===== config.mk =====
export PLATFORM = sky130hd
export DESIGN_NAME = evm_multi_core_flat
export DESIGN_NICKNAME = d
export VERILOG_FILES = /design/src/rtl/evm_if.sv /design/src/rtl/evm_multi_core.sv /design/src/flat_wrapper.sv
export SDC_FILE = /design/constraint.sdc
export NUM_CORES = 1
export LEC_CHECK = 0
export ABC_CLOCK_PERIOD_IN_PS = 9700
export CORE_MARGIN = 1.5
export CORE_UTILIZATION = 40
export CTS_BUF_LIST = sky130_fd_sc_hd__clkbuf_16
export CTS_CLUSTER_DIAMETER = 60
export DETAILED_ROUTE_END_ITERATION = 6
export GPL_TIMING_DRIVEN = 1
export PLACE_DENSITY_LB_ADDON = 0.1
export SETUP_SLACK_MARGIN = 0.05
export SYNTH_ARGS = -nofsm -noshare
export SYNTH_HDL_FRONTEND = slang
export SYNTH_SLANG_ARGS = --single-unit

===== constraint.sdc =====
create_clock -name clk -period 9.7 [get_ports clk]
set_clock_uncertainty 0.05 [all_clocks]
set_input_delay 1.455 -clock clk [delete_from_list [all_inputs] [get_ports clk]]
set_output_delay 1.455 -clock clk [all_outputs]
set_load 0.005 [all_outputs]

===== src/rtl/evm_if.sv =====
// EVM stimulus/display bus: officer and voter controls in, registered display and status out.
interface evm_if #(
  parameter int N_CAND = 4,
  parameter int WIDTH  = 8
);
  localparam int CIDX_W = $clog2(N_CAND);

  logic              switch_on_evm;
  logic              candidate_ready;
  logic [N_CAND-1:0] vote_candidate;
  logic              voting_session_done;
  logic [CIDX_W-1:0] display_results;
  logic              display_winner;
  logic [CIDX_W-1:0] candidate_name;
  logic [WIDTH-1:0]  results;
  logic              invalid_results;
  logic              voting_in_progress;
  logic              voting_done;
  logic              vote_accepted;
  logic              tie;

  modport master (
    output switch_on_evm, candidate_ready, vote_candidate, voting_session_done,
           display_results, display_winner,
    input  candidate_name, results, invalid_results, voting_in_progress,
           voting_done, vote_accepted, tie
  );

  modport slave (
    input  switch_on_evm, candidate_ready, vote_candidate, voting_session_done,
           display_results, display_winner,
    output candidate_name, results, invalid_results, voting_in_progress,
           voting_done, vote_accepted, tie
  );
endinterface


===== src/rtl/evm_multi_core.sv =====
// EVM control core: admits one voter at a time, counts one vote per admission with
// release lockout and timeout, then scans the tallies for a winner and serves readout.
module evm_multi_core #(
  parameter int N_CAND      = 4,
  parameter int WIDTH       = 8,
  parameter int TIMEOUT_CYC = 16
) (
  input logic  clk,
  input logic  rst,
  evm_if.slave bus
);
  localparam int CIDX_W = $clog2(N_CAND);
  localparam int TW     = $clog2(TIMEOUT_CYC + 1);
  localparam logic [N_CAND-1:0] VOTE_ONE  = {{(N_CAND-1){1'b0}}, 1'b1};
  localparam logic [CIDX_W-1:0] LAST_IDX  = CIDX_W'(N_CAND - 1);
  localparam logic [TW-1:0]     TIMER_END = TW'(TIMEOUT_CYC - 1);
  localparam logic [WIDTH-1:0]  CNT_MAX   = {WIDTH{1'b1}};

  typedef enum logic [2:0] {
    S_OFF   = 3'd0,
    S_IDLE  = 3'd1,
    S_VOTE  = 3'd2,
    S_LOCK  = 3'd3,
    S_TALLY = 3'd4,
    S_DONE  = 3'd5
  } state_e;

  state_e            state_q, state_d;
  logic [WIDTH-1:0]  cnt_q [N_CAND];
  logic [WIDTH-1:0]  cnt_d [N_CAND];
  logic [TW-1:0]     timer_q, timer_d;
  logic [CIDX_W-1:0] scan_q, scan_d, win_q, win_d;
  logic [WIDTH-1:0]  max_q, max_d;
  logic              tie_q, tie_d;

  logic [CIDX_W-1:0] name_q, name_d;
  logic [WIDTH-1:0]  res_q, res_d;
  logic              inv_q, inv_d, vip_q, vip_d, done_q, done_d, acc_q, acc_d, tieo_q, tieo_d;

  logic              vote_ok_s;
  logic [CIDX_W-1:0] vote_idx_s;
  logic [WIDTH-1:0]  cur_s;

  function automatic logic is_onehot(input logic [N_CAND-1:0] v);
    return (v != {N_CAND{1'b0}}) && ((v & (v - VOTE_ONE)) == {N_CAND{1'b0}});
  endfunction

  function automatic logic [CIDX_W-1:0] onehot_idx(input logic [N_CAND-1:0] v);
    logic [CIDX_W-1:0] idx;
    idx = {CIDX_W{1'b0}};
    for (int i = 0; i < N_CAND; i++) begin
      if (v[i]) begin
        idx = CIDX_W'(i);
      end else begin
        idx = idx;
      end
    end
    return idx;
  endfunction

  assign vote_ok_s  = is_onehot(bus.vote_candidate);
  assign vote_idx_s = onehot_idx(bus.vote_candidate);

  // Next-state, counter, tally and registered-output computation
  always_comb begin
    state_d = state_q;
    cnt_d   = cnt_q;
    timer_d = timer_q;
    scan_d  = scan_q;
    win_d   = win_q;
    max_d   = max_q;
    tie_d   = tie_q;
    name_d  = {CIDX_W{1'b0}};
    res_d   = {WIDTH{1'b0}};
    inv_d   = 1'b0;
    acc_d   = 1'b0;
    tieo_d  = 1'b0;
    cur_s   = cnt_q[scan_q];

    if (!bus.switch_on_evm) begin
      state_d = S_OFF;
    end else begin
      case (state_q)
        S_OFF: begin
          state_d = S_IDLE;
          for (int i = 0; i < N_CAND; i++) cnt_d[i] = {WIDTH{1'b0}};
        end
        S_IDLE: begin
          if (bus.voting_session_done) begin
            state_d = S_TALLY;
            scan_d  = {CIDX_W{1'b0}};
          end else if (bus.candidate_ready) begin
            state_d = S_VOTE;
            timer_d = {TW{1'b0}};
          end else begin
            state_d = S_IDLE;
          end
        end
        S_VOTE: begin
          if (vote_ok_s) begin
            if (cnt_q[vote_idx_s] != CNT_MAX) begin
              cnt_d[vote_idx_s] = cnt_q[vote_idx_s] + {{(WIDTH-1){1'b0}}, 1'b1};
            end else begin
              cnt_d[vote_idx_s] = CNT_MAX;
            end
            acc_d   = 1'b1;
            state_d = S_LOCK;
          end else if (timer_q == TIMER_END) begin
            state_d = S_IDLE;
          end else begin
            timer_d = timer_q + {{(TW-1){1'b0}}, 1'b1};
          end
        end
        S_LOCK: begin
          if (bus.vote_candidate == {N_CAND{1'b0}}) begin
            state_d = S_IDLE;
          end else begin
            state_d = S_LOCK;
          end
        end
        S_TALLY: begin
          // Index 0 seeds the scan so an all-zero tally ends as winner 0 with a tie
          if (scan_q == {CIDX_W{1'b0}}) begin
            max_d = cur_s;
            win_d = {CIDX_W{1'b0}};
            tie_d = 1'b0;
          end else if (cur_s > max_q) begin
            max_d = cur_s;
            win_d = scan_q;
            tie_d = 1'b0;
          end else if (cur_s == max_q) begin
            tie_d = 1'b1;
          end else begin
            tie_d = tie_q;
          end
          if (scan_q == LAST_IDX) begin
            state_d = S_DONE;
          end else begin
            scan_d = scan_q + {{(CIDX_W-1){1'b0}}, 1'b1};
          end
        end
        S_DONE: begin
          if (bus.display_winner) begin
            name_d = win_q;
            res_d  = max_q;
            tieo_d = tie_q;
          end else if (int'(bus.display_results) < N_CAND) begin
            name_d = bus.display_results;
            res_d  = cnt_q[bus.display_results];
          end else begin
            name_d = bus.display_results;
            inv_d  = 1'b1;
          end
        end
        default: begin
          state_d = S_OFF;
        end
      endcase
    end

    vip_d  = (state_d == S_VOTE);
    done_d = (state_d == S_DONE);
  end

  // State, counters, tally bookkeeping and output registers
  always_ff @(posedge clk or negedge rst) begin
    if (!rst) begin
      state_q <= S_OFF;
      for (int i = 0; i < N_CAND; i++) cnt_q[i] <= {WIDTH{1'b0}};
      timer_q <= {TW{1'b0}};
      scan_q  <= {CIDX_W{1'b0}};
      win_q   <= {CIDX_W{1'b0}};
      max_q   <= {WIDTH{1'b0}};
      tie_q   <= 1'b0;
      name_q  <= {CIDX_W{1'b0}};
      res_q   <= {WIDTH{1'b0}};
      inv_q   <= 1'b0;
      vip_q   <= 1'b0;
      done_q  <= 1'b0;
      acc_q   <= 1'b0;
      tieo_q  <= 1'b0;
    end else begin
      state_q <= state_d;
      cnt_q   <= cnt_d;
      timer_q <= timer_d;
      scan_q  <= scan_d;
      win_q   <= win_d;
      max_q   <= max_d;
      tie_q   <= tie_d;
      name_q  <= name_d;
      res_q   <= res_d;
      inv_q   <= inv_d;
      vip_q   <= vip_d;
      done_q  <= done_d;
      acc_q   <= acc_d;
      tieo_q  <= tieo_d;
    end
  end

  assign bus.candidate_name     = name_q;
  assign bus.results            = res_q;
  assign bus.invalid_results    = inv_q;
  assign bus.voting_in_progress = vip_q;
  assign bus.voting_done        = done_q;
  assign bus.vote_accepted      = acc_q;
  assign bus.tie                = tieo_q;
endmodule


===== src/flat_wrapper.sv =====
// flat-port wrapper written by rule: the top's interface ports become plain ports
module evm_multi_core_flat 
#(
  parameter int N_CAND      = 4,
  parameter int WIDTH       = 8,
  parameter int TIMEOUT_CYC = 16
)
  (clk, rst, bus_switch_on_evm, bus_candidate_ready, bus_vote_candidate, bus_voting_session_done, bus_display_results, bus_display_winner, bus_candidate_name, bus_results, bus_invalid_results, bus_voting_in_progress, bus_voting_done, bus_vote_accepted, bus_tie);
  evm_if #(.N_CAND(N_CAND), .WIDTH(WIDTH)) bus_i ();
  input logic clk;
  input logic rst;
  input wire logic [$bits(bus_i.switch_on_evm)-1:0] bus_switch_on_evm;
  input wire logic [$bits(bus_i.candidate_ready)-1:0] bus_candidate_ready;
  input wire logic [$bits(bus_i.vote_candidate)-1:0] bus_vote_candidate;
  input wire logic [$bits(bus_i.voting_session_done)-1:0] bus_voting_session_done;
  input wire logic [$bits(bus_i.display_results)-1:0] bus_display_results;
  input wire logic [$bits(bus_i.display_winner)-1:0] bus_display_winner;
  output wire logic [$bits(bus_i.candidate_name)-1:0] bus_candidate_name;
  output wire logic [$bits(bus_i.results)-1:0] bus_results;
  output wire logic [$bits(bus_i.invalid_results)-1:0] bus_invalid_results;
  output wire logic [$bits(bus_i.voting_in_progress)-1:0] bus_voting_in_progress;
  output wire logic [$bits(bus_i.voting_done)-1:0] bus_voting_done;
  output wire logic [$bits(bus_i.vote_accepted)-1:0] bus_vote_accepted;
  output wire logic [$bits(bus_i.tie)-1:0] bus_tie;
  assign bus_i.switch_on_evm = bus_switch_on_evm;
  assign bus_i.candidate_ready = bus_candidate_ready;
  assign bus_i.vote_candidate = bus_vote_candidate;
  assign bus_i.voting_session_done = bus_voting_session_done;
  assign bus_i.display_results = bus_display_results;
  assign bus_i.display_winner = bus_display_winner;
  assign bus_candidate_name = bus_i.candidate_name;
  assign bus_results = bus_i.results;
  assign bus_invalid_results = bus_i.invalid_results;
  assign bus_voting_in_progress = bus_i.voting_in_progress;
  assign bus_voting_done = bus_i.voting_done;
  assign bus_vote_accepted = bus_i.vote_accepted;
  assign bus_tie = bus_i.tie;
  evm_multi_core #(.N_CAND(N_CAND), .WIDTH(WIDTH), .TIMEOUT_CYC(TIMEOUT_CYC)) u_core (.clk(clk), .rst(rst), .bus(bus_i));
endmodule

# After elaboration in Yosys (flattened, before gate mapping)
# Cells that the tools add are included.
dict set report classes {
  n_addsub 4
  eq_ne 18
  n_reduce_logical 17
  order_cmp 5
  n_mux 53
  n_bitwise 5
}
# operator count
set op_table {}
lappend op_table {{$mux 8} 12}
lappend op_table {{$mux 32} 2}
lappend op_table {{$pmux 32 s2} 1}
lappend op_table {{$bmux 8 s2} 3}
lappend op_table {{$bwmux 32} 1}
lappend op_table {{$or 32x32->32} 1}
lappend op_table {{$mux 2} 11}
lappend op_table {{$mux 5} 4}
lappend op_table {{$pmux 3 s6} 1}
lappend op_table {{$demux 8 s2} 1}
lappend op_table {{$mux 3} 5}
lappend op_table {{$ne 2x2->1 const B} 6}
lappend op_table {{$mux 1} 10}
lappend op_table {{$pmux 5 s2} 1}
lappend op_table {{$eq 3x2->1 const B} 3}
lappend op_table {{$eq 3x3->1 const B} 3}
lappend op_table {{$ge 3x3->1 const B} 3}
lappend op_table {{$not 2->3} 3}
lappend op_table {{$reduce_and 3->1} 3}
lappend op_table {{$add 8x1->8 const B} 1}
lappend op_table {{$eq 8x8->1} 1}
lappend op_table {{$gt 8x8->1} 1}
lappend op_table {{$logic_not 4->1} 2}
lappend op_table {{$ne 8x8->1 const B} 1}
lappend op_table {{18 further kinds} 22}
dict set report word_totals {
  elab_cells 118
  input_bits 12
  output_inout_bits 15
  register_bits 67
}

# Longest topological paths before layout
# Gate-level depths: netlist (run 1).
dict set report logic_depth {
  ltp_word 12
  ltp_mapped 14
  mapped_depth_nobuf 11
}

# Least setup slack after synthesis (run 1)
# OpenSTA, ideal clock, no wires.
dict set report synth_path {
  path_type {input-to-reg}
  start {input bus_vote_candidate[1]}
  end {register u_core.cnt_q[21] in the netlist's numbering}
  path_buffers 2
  setup_time_ns 0.126
  slack_ns 5.824
  arrival_time_ns 3.700
  path_stages 13
  cell_sequence {buf_4 or3b_1 a21oi_2 or2_2 ha_1 inv_1 o41ai_2 nand3_1 nor2_1 nand3b_2 buf_6 a21oi_1 o21ai_1}
}
dict set report synth_via {
  elab_chain_len 12
}
# item line
set synth_rtl {}
lappend synth_rtl {{from (decl)} flat_wrapper.sv:14} ;# input wire logic [$bits(bus_i.vote_candidate)-1:0] bus_vote_candidate;
lappend synth_rtl {{$mux 1} evm_multi_core.sv:52} ;# if (v[i]) begin
lappend synth_rtl {{$mux 2 (2 in a row)} evm_multi_core.sv:52}
lappend synth_rtl {{$not 2->3 (not written as such)} {evm_multi_core.sv:101, evm_multi_core.sv:102, evm_multi_core.sv:104}}
lappend synth_rtl {{$bmux 8 s2 (tied with other cells)} {evm_multi_core.sv:101, evm_multi_core.sv:102}}
lappend synth_rtl {{$mux 8 (not written as such) or $logic_and 1x1->1 (tied branches)} {evm_multi_core.sv:101, evm_multi_core.sv:102, evm_multi_core.sv:104}}
lappend synth_rtl {{$mux 8 (on tied branches)} {evm_multi_core.sv:101, evm_multi_core.sv:102, evm_multi_core.sv:104}}
lappend synth_rtl {{$add 8x1->8 or $demux 8 s2 (tied branches)} {evm_multi_core.sv:102, evm_multi_core.sv:104}}
lappend synth_rtl {{$bwmux 32 or $or 32x32->32 (tied branches)} n/a}
lappend synth_rtl {{$mux 32} evm_multi_core.sv:101} ;# if (cnt_q[vote_idx_s] != CNT_MAX) begin
lappend synth_rtl {{$mux 32} evm_multi_core.sv:100} ;# if (vote_ok_s) begin
lappend synth_rtl {{$pmux 32 s2} evm_multi_core.sv:83} ;# case (state_q)
lappend synth_rtl {{to (signal assigned)} evm_multi_core.sv:184} ;# cnt_q <= cnt_d;
lappend synth_rtl {{to (decl)} evm_multi_core.sv:29} ;# logic [WIDTH-1:0] cnt_q [N_CAND];
# Several ways; a longest one is shown, not always the timed one. The select of a mux whose other input is x is not followed.
# A chain may end at the register's enable or synchronous reset.

# Final worst setup path (run 1)
dict set report layout_path {
  start {input bus_vote_candidate[2]}
  end {register u_core.cnt_q[27] in the netlist's numbering}
}
dict set report layout_via {
  elab_chain_len 11
}
# item line
set layout_rtl {}
lappend layout_rtl {{$mux 2 (2 in a row)} evm_multi_core.sv:52}
lappend layout_rtl {{$not 2->3 (not written as such)} {evm_multi_core.sv:101, evm_multi_core.sv:102, evm_multi_core.sv:104}}
lappend layout_rtl {{$bmux 8 s2 (tied with other cells)} {evm_multi_core.sv:101, evm_multi_core.sv:102}}
lappend layout_rtl {{$mux 8 (not written as such) or $logic_and 1x1->1 (tied branches)} {evm_multi_core.sv:101, evm_multi_core.sv:102, evm_multi_core.sv:104}}
lappend layout_rtl {{$mux 8 (on tied branches)} {evm_multi_core.sv:101, evm_multi_core.sv:102, evm_multi_core.sv:104}}
lappend layout_rtl {{$add 8x1->8 or $demux 8 s2 (tied branches)} {evm_multi_core.sv:102, evm_multi_core.sv:104}}
lappend layout_rtl {{$bwmux 32 or $or 32x32->32 (tied branches)} n/a}
lappend layout_rtl {{$mux 32} evm_multi_core.sv:101}
lappend layout_rtl {{$mux 32} evm_multi_core.sv:100}
lappend layout_rtl {{$pmux 32 s2} evm_multi_core.sv:83}
# Several ways; a longest one is shown, not always the timed one. The select of a mux whose other input is x is not followed.

==> flow_metrics.py, run 1 <==
metrics = {
    "outcome": {
        "status": "complete, no violations",
    },
    "global_routing": {
        "grt_pass1_vias": 3221,
        "grt_max_degree": 68,
        "grt_pass1_wl_microns": 17600,
        "groute.usage.overall_pct": 20.7,
        "antenna_found_initial": 0,
        "overflow": 0,
    },
    "timing": {
        "drv_slew": 0,
        "fin_crit_ns": 5.09,
        "post-route-period-util_pct": 52.5,
        "setup-violations-final": 0,
        "fin_hold_ws_ns": 0.434,
        "tightest_slew_ns": 0.992,
        "worst_slack_ns": 4.61,
        "hold_viol": 0,
        "slew_headroom_pct": 33.6,
        "fin_tns_setup_ns": 0,
        "max_freq_ghz": 0.196,
        "rsz0062_at_grt": "no",
    },
    "yosys": {
        "yosysMostFrequentCell": "dfrtp_1",
        "yosysTopAreaCellShare_pct": 40.1,
        "synth_area_leaders": "dfrtp_1 (40%), mux4_2 (8.6%), ha_1 (3.9%), nand2_1 (3.7%), o21ai_0 (3.0%)",
        "ys_async_sr_fraction_pct": 100,
        "synth_top_cells_by_count": "dfrtp_1 (67), nand2_1 (41), nor2_1 (33), o21ai_0 (25), inv_1 (20)",
        "ys_types": 60,
        "synth_edf_count": 0,
        "postSynthCellCount": 406,
        "synth-main-ff-cell": "dfrtp_1",
        "synth_top_area_cell": "dfrtp_1",
        "synth_seq_cells": 67,
        "yosysSeqAreaShare_pct": 40.1,
        "syn_nets": 431,
        "synth.avg_cell_area_sq_um": 10.3,
        "syn_area_sq_um": 4180,
        "ys_warn_count": 0,
    },
    "cts": {
        "tritoncts": "yes",
        "cts_setup_buffers": 0,
        "cts-root-buf": "clkbuf_16",
        "numCtsBuffers": 9,
        "cts.clk_slew.worst_paths_ns": 0.05,
        "cts_max_level": 3,
        "postCtsResizedCells": 0,
        "cts.sinks": 67,
        "postCtsHoldBufs": 0,
        "clock_path_buffers": 2,
        "clk_latency_ns": 0.33,
    },
    "critical_path": {
        "crit_path_end_kind": "flop",
        "worstSetupPathType": "in -> reg",
        "r2r_cells": 8,
        "worst-endpoint-required_ns": 9.89,
        "r2r_slack_ns": 6.26,
        "r2r_start": "u_core.scan_q[0]",
        "cp_data_arrival_time_ns": 5.28,
        "start_kind": "input pin",
        "cp_max_fo": 22,
        "regToRegEndpoint": "u_core.max_q[4]",
    },
    "power": {
        "p_clk_share_pct": 40.3,
        "leakagePower_uw": 0.00205,
        "p_sw_share_pct": 29.8,
        "power_switching_uw": 257,
        "powerDensity_nw_per_um2": 181,
        "share_seq_of_total_power_pct": 39.5,
        "p_comb_share_pct": 20.2,
        "internal_power_uw": 606,
        "peakVddDrop_uv": 79.1,
    },
    "cells_and_area": {
        "drive_above_1_share_pct": 15.8,
        "design_area_sq_um": 4780,
        "nets": 445,
        "register_area_sq_um": 1680,
        "multi_input_area_sq_um": 2280,
        "area_growth_pct": 14.3,
        "fillers": 962,
        "fin_util_pct": 46.7,
        "diodes": 0,
    },
    "hold_path": {
        "min_to": "u_core.timer_q[3]",
        "hold_depth": 1,
        "holdCritPathClass": "reg -> reg",
        "worstHoldStart": "u_core.timer_q[3]",
    },
    "detailed_routing": {
        "drc": 0,
        "avgRoutedWirePerCell_microns": 18.8,
        "drtAntennaViolNets": 0,
        "drt_first_pass_iters": 5,
        "dr.first_iter.drc_count": 212,
        "wl_microns": 10600,
        "avgViaCountPerCell": 5.78,
        "vias": 3243,
    },
    "floorplanning": {
        "die_w_microns": 105,
        "fp.dieArea_sq_um": 11100,
        "io_pins": 27,
        "core-area_sq_um": 10200,
        "rows": 37,
        "die_h_microns": 105,
        "initial_core_util_pct": 40.8,
    },
    "placement": {
        "io_buffers": 25,
        "dpl.hpwl_microns": 7340,
        "dp_slack_ns": 4.40,
        "place_area_sq_um": 4470,
        "gp_congestion": 0.882,
    },
    "job": {
        "maxCapViolations": 0,
    },
}
## kinds of logic after synthesis
| kind of cell | synth area share, % |
|---|---|
| flip-flops | 40.1 |
| other | 0.0898 |
| AND/OR/NAND/NOR | 16.2 |
| multiplexers | 15.2 |
| XOR/XNOR | 0.419 |
| AO/OA/AOI/OAI | 18.8 |
| buffers and inverters | 5.33 |
| adder cells (fa/ha/maj) | 3.89 |
## per-layer routing
layer	vias up	share of wire, %	GRT usage [%]
li1	1517	-	-
met1	1615	48	29.7
met2	98	46	31.2
met3	13	4.8	3.37
met4	0	1.2	7.73
met5	-	0	0
## final cells by class
cell class,count,share of cell area [%]
Clock inverter,7,1.78
Sequential cell,67,35.1
Clock buffer,9,4.72
Multi-Input combinational cell,295,47.8
Timing Repair Buffer,27,5.45
Inverter,20,1.57
Tap cell,136,3.56
## flip-flops by register name, summed over array words and instances (netlist names)
| register | count |
|---|---|
| u_core.scan_q | 2 |
| u_core.bus.results | 8 |
| u_core.bus.voting_in_progress | 1 |
| u_core.win_q | 2 |
| u_core.tie_q | 1 |
| u_core.max_q | 8 |
| u_core.bus.voting_done | 1 |
| u_core.cnt_q | 32 |
| u_core.bus.candidate_name | 2 |
| u_core.state_q | 3 |
| u_core.bus.vote_accepted | 1 |
| u_core.timer_q | 5 |
| u_core.bus.tie | 1 |
## power by group through the flow
stage | Sequential (uW) | Clock, uW | Combinational [uW]
after floorplan | 319 | 0 | 153
after global placement | 344 | 0 | 174
after detailed placement | 345 | 0 | 175
after CTS | 340 | 354 | 176
after global routing | 345 | 371 | 193
final | 340 | 348 | 174
## per-stage QoR
| stage | instances | total power [uW] |
|---|---|---|
| final | 561 | 863 |
| after global routing | 561 | 909 |
| after CTS | 561 | 871 |
| after detailed placement | 545 | 520 |
| after global placement | 545 | 518 |
| after floorplan | 406 | 471 |
## cell usage in the layout, fill, tap and decap left out, types with 3 or more instances in the layout
| cell | count |
|---|---|
| mux2_2 | 11 |
| ha_1 | 13 |
| or2_2 | 3 |
| inv_1 | 22 |
| a21oi_2 | 3 |
| nor2_1 | 33 |
| a22o_1 | 13 |
| and2_1 | 3 |
| clkbuf_16 | 9 |
| nand3_1 | 11 |
| nand2b_1 | 4 |
| clkdlybuf4s50_1 | 24 |
| dfrtp_1 | 67 |
| nor3b_1 | 7 |
| nand2_1 | 41 |
| mux2i_1 | 12 |
| and3_1 | 3 |
| a32oi_1 | 4 |
| a21oi_1 | 19 |
| nor2b_1 | 9 |
| a32o_1 | 5 |
| or3_1 | 4 |
| nand4_1 | 3 |
| mux4_2 | 16 |
| o21ai_0 | 25 |
| a21o_1 | 4 |
| o21ai_1 | 5 |
| a31oi_1 | 3 |
## worst max-delay path by stage
| stage | endpoint | start |
|---|---|---|
| after detailed placement | u_core.cnt_q[27] | bus_vote_candidate[2] |
| after global placement | u_core.cnt_q[24] | bus_vote_candidate[2] |
| after global routing | u_core.cnt_q[16] | bus_vote_candidate[2] |
| after CTS | u_core.cnt_q[16] | bus_vote_candidate[2] |
| after floorplan | u_core.cnt_q[21] | bus_vote_candidate[1] |
| final | u_core.cnt_q[27] | bus_vote_candidate[2] |
## critical path: stages
cell and delay [ns]:
clkdlybuf4s50_1 0.84, nor3b_4 0.57, a22o_1 0.23, or2_2 0.12
ha_1 0.17, inv_1 0.08, o41ai_2 0.51, nand3_1 0.16
nor2_1 0.22, nand3b_2 0.36, and3_1 0.36, a21oi_1 0.19
Power figures use the tool's default switching activity.
==> inputs of run 2 (changes only) <==
--- a/config.mk
+++ b/config.mk
@@ -5,7 +5,7 @@
 export SDC_FILE = /design/constraint.sdc
 export NUM_CORES = 1
 export LEC_CHECK = 0
-export ABC_CLOCK_PERIOD_IN_PS = 9700
+export ABC_CLOCK_PERIOD_IN_PS = 4200
 export CORE_MARGIN = 1.5
 export CORE_UTILIZATION = 40
 export CTS_BUF_LIST = sky130_fd_sc_hd__clkbuf_16
==> constraint.sdc (replaced) <==
create_clock -name clk -period 4.2 [get_ports clk]
set_clock_uncertainty 0.05 [all_clocks]
set_input_delay 0.63 -clock clk [delete_from_list [all_inputs] [get_ports clk]]
set_output_delay 0.63 -clock clk [all_outputs]
set_load 0.005 [all_outputs]
==> run 2 against run 1 <==
  * Clock power grew 130%
  * Worst setup slack got worse by 3.9 ns
  * Global-route usage up 0.19 points
  * Final area grew 1.4%
  * Wire length grew 0.17%
  * Worst hold slack lost 0.12 ns
  * Total power up 130%
  * Utilization up 0.66 points
  * Non-clock buffer count grew 10
  * Critical path depth rose by 1
  * Register-to-register slack lost 5.5 ns
  * Critical path type unchanged
  * Highest routed layer unchanged
==> flow_metrics.py, run 2 (synthesis results as in run 1) <==
metrics = {
    "placement": {
        "dpl.hpwl_microns": 7770,
        "gp_congestion": 0.861,
        "place_area_sq_um": 4540,
        "io_buffers": 25,
    },
    "cells_and_area": {
        "final_common_cell": "dfrtp_1",
        "diodes": 0,
        "drive_above_1_share_pct": 17.2,
        "largest_reg_flops": 32,
        "nets": 455,
        "area_growth_pct": 15.9,
        "top_register": "u_core.cnt_q",
        "design_area_sq_um": 4840,
        "fillers": 951,
        "layout_common_cells": "dfrtp_1 (67), nand2_1 (41), nor2_1 (33)",
    },
    "power": {
        "p_sw_share_pct": 29.6,
        "share_seq_of_total_power_pct": 39.5,
        "leakagePower_uw": 0.00209,
        "p_clk_share_pct": 39.9,
        "internal_power_uw": 1400,
        "power_switching_uw": 588,
        "p_comb_share_pct": 20.5,
        "powerDensity_nw_per_um2": 411,
        "peakVddDrop_uv": 183,
    },
    "timing": {
        "slew_headroom_pct": 47.4,
        "rsz0062_at_grt": "no",
        "hold_viol": 0,
        "post-route-period-util_pct": 82.8,
        "setup-violations-final": 0,
        "fin_crit_ns": 3.48,
        "drv_slew": 0,
        "fin_tns_setup_ns": 0,
        "max_freq_ghz": 0.288,
        "tightest_slew_ns": 0.789,
    },
    "floorplanning": {
        "io_pins": 27,
        "die_w_microns": 105,
        "fp.dieArea_sq_um": 11100,
        "initial_core_util_pct": 40.8,
        "rows": 37,
        "die_h_microns": 105,
        "core-area_sq_um": 10200,
    },
    "global_routing": {
        "antenna_found_initial": 0,
        "overflow": 0,
        "grt_pass1_vias": 3313,
        "grt_pass1_wl_microns": 17600,
        "groute.usage.overall_pct": 20.9,
        "grt_max_degree": 35,
    },
    "cts": {
        "tritoncts": "yes",
        "postCtsHoldBufs": 0,
        "numCtsBuffers": 9,
        "cts_max_level": 3,
        "cts.clk_slew.worst_paths_ns": 0.05,
        "clk_latency_ns": 0.34,
        "cts_setup_buffers": 0,
        "cts-root-buf": "clkbuf_16",
        "clock_path_buffers": 2,
        "cts.sinks": 67,
        "postCtsResizedCells": 0,
    },
    "detailed_routing": {
        "drtAntennaViolNets": 0,
        "wl_microns": 10600,
        "avgViaCountPerCell": 5.71,
        "drc": 0,
        "avgRoutedWirePerCell_microns": 18.5,
        "vias": 3260,
        "dr.first_iter.drc_count": 201,
        "drt_first_pass_iters": 5,
    },
    "critical_path": {
        "worstSetupPathType": "in -> reg",
        "cp_max_fo": 12,
        "r2r_cells": 8,
        "r2r_start": "u_core.scan_q[0]",
        "cp_data_arrival_time_ns": 3.70,
        "crit_path_end_kind": "flop",
        "start_kind": "input pin",
        "r2r_slack_ns": 0.76,
        "worst-endpoint-required_ns": 4.42,
        "regToRegEndpoint": "u_core.max_q[7]",
    },
    "job": {
        "maxCapViolations": 0,
    },
    "hold_path": {
        "holdCritPathClass": "in -> async",
    },
    "outcome": {
        "status": "complete, no violations",
    },
}
## run 2: cell types whose count changed in the layout (fill, tap and decap cells not counted), sizes merged
cell / delta
clkinv: +1
buf: +10
inv: -2
clkinvlp: +1
## run 2: how the worst max path moves through the flow
stage	startpoint	endpoint	slack [ns]	depth (start not counted)
5_1_grt	u_core.scan_q[0]	u_core.max_q[7]	0.50	9
4_1_cts	u_core.scan_q[0]	u_core.max_q[7]	0.69	8
2_1_floorplan	u_core.scan_q[0]	u_core.max_q[0]	1.05	9
6_report	bus_vote_candidate[2]	u_core.cnt_q[16]	0.72	13
3_5_place_dp	bus_vote_candidate[2]	u_core.cnt_q[5]	0.45	14
3_3_place_gp	bus_vote_candidate[2]	u_core.cnt_q[5]	0.52	14
## run 2: through the flow
step	total power [uW]	util (%)	std cells	hold WS, ns	setup slack, ns
finish	1990	47.3	571	0.310	0.724
global route	2090	47.3	571	0.386	0.502
CTS	2020	47.3	571	0.341	0.690
detailed placement	1210	44.3	555	0.410	0.453
global placement	1200	44.3	555	0.413	0.519
floorplan	1090	-	406	0.284	1.05
## run 2: cell type report
type	instances	area, sq um	share of cell area (%)
inverter	20	75.1	1.55
tap	136	170	3.51
clock inverter	7	82.6	1.70
timing repair buffer	37	335	6.92
multi-input combinational	295	2280	47.0
clock buffer	9	225	4.65
sequential	67	1680	34.6
## run 2: power groups by stage
| stage | clock, uW | sequential (uW) | combinational (uW) |
|---|---|---|---|
| after floorplan | 0 | 736 | 353 |
| after global placement | 0 | 797 | 407 |
| after detailed placement | 0 | 799 | 410 |
| after CTS | 817 | 787 | 412 |
| after global routing | 842 | 800 | 451 |
| final | 794 | 786 | 409 |
## run 2: critical path: stages
cell	delay, ns
clkdlybuf4s50_1	0.64
buf_4	0.30
nor3b_4	0.20
a22o_1	0.16
or2_2	0.12
ha_1	0.16
inv_1	0.07
o41ai_2	0.37
nand3_1	0.15
nor2_1	0.21
nand3b_2	0.17
a21oi_1	0.32
a22o_1	0.20
## run 2: metal layers
metal  GRT usage, %  vias to the layer above  share of wire, %
met4           8.90                        0               2.0
met2           32.2                      105                46
met3           4.12                       16               5.0
li1               -                     1544                 -
met5              0                        -                 0
met1           28.5                     1595                47
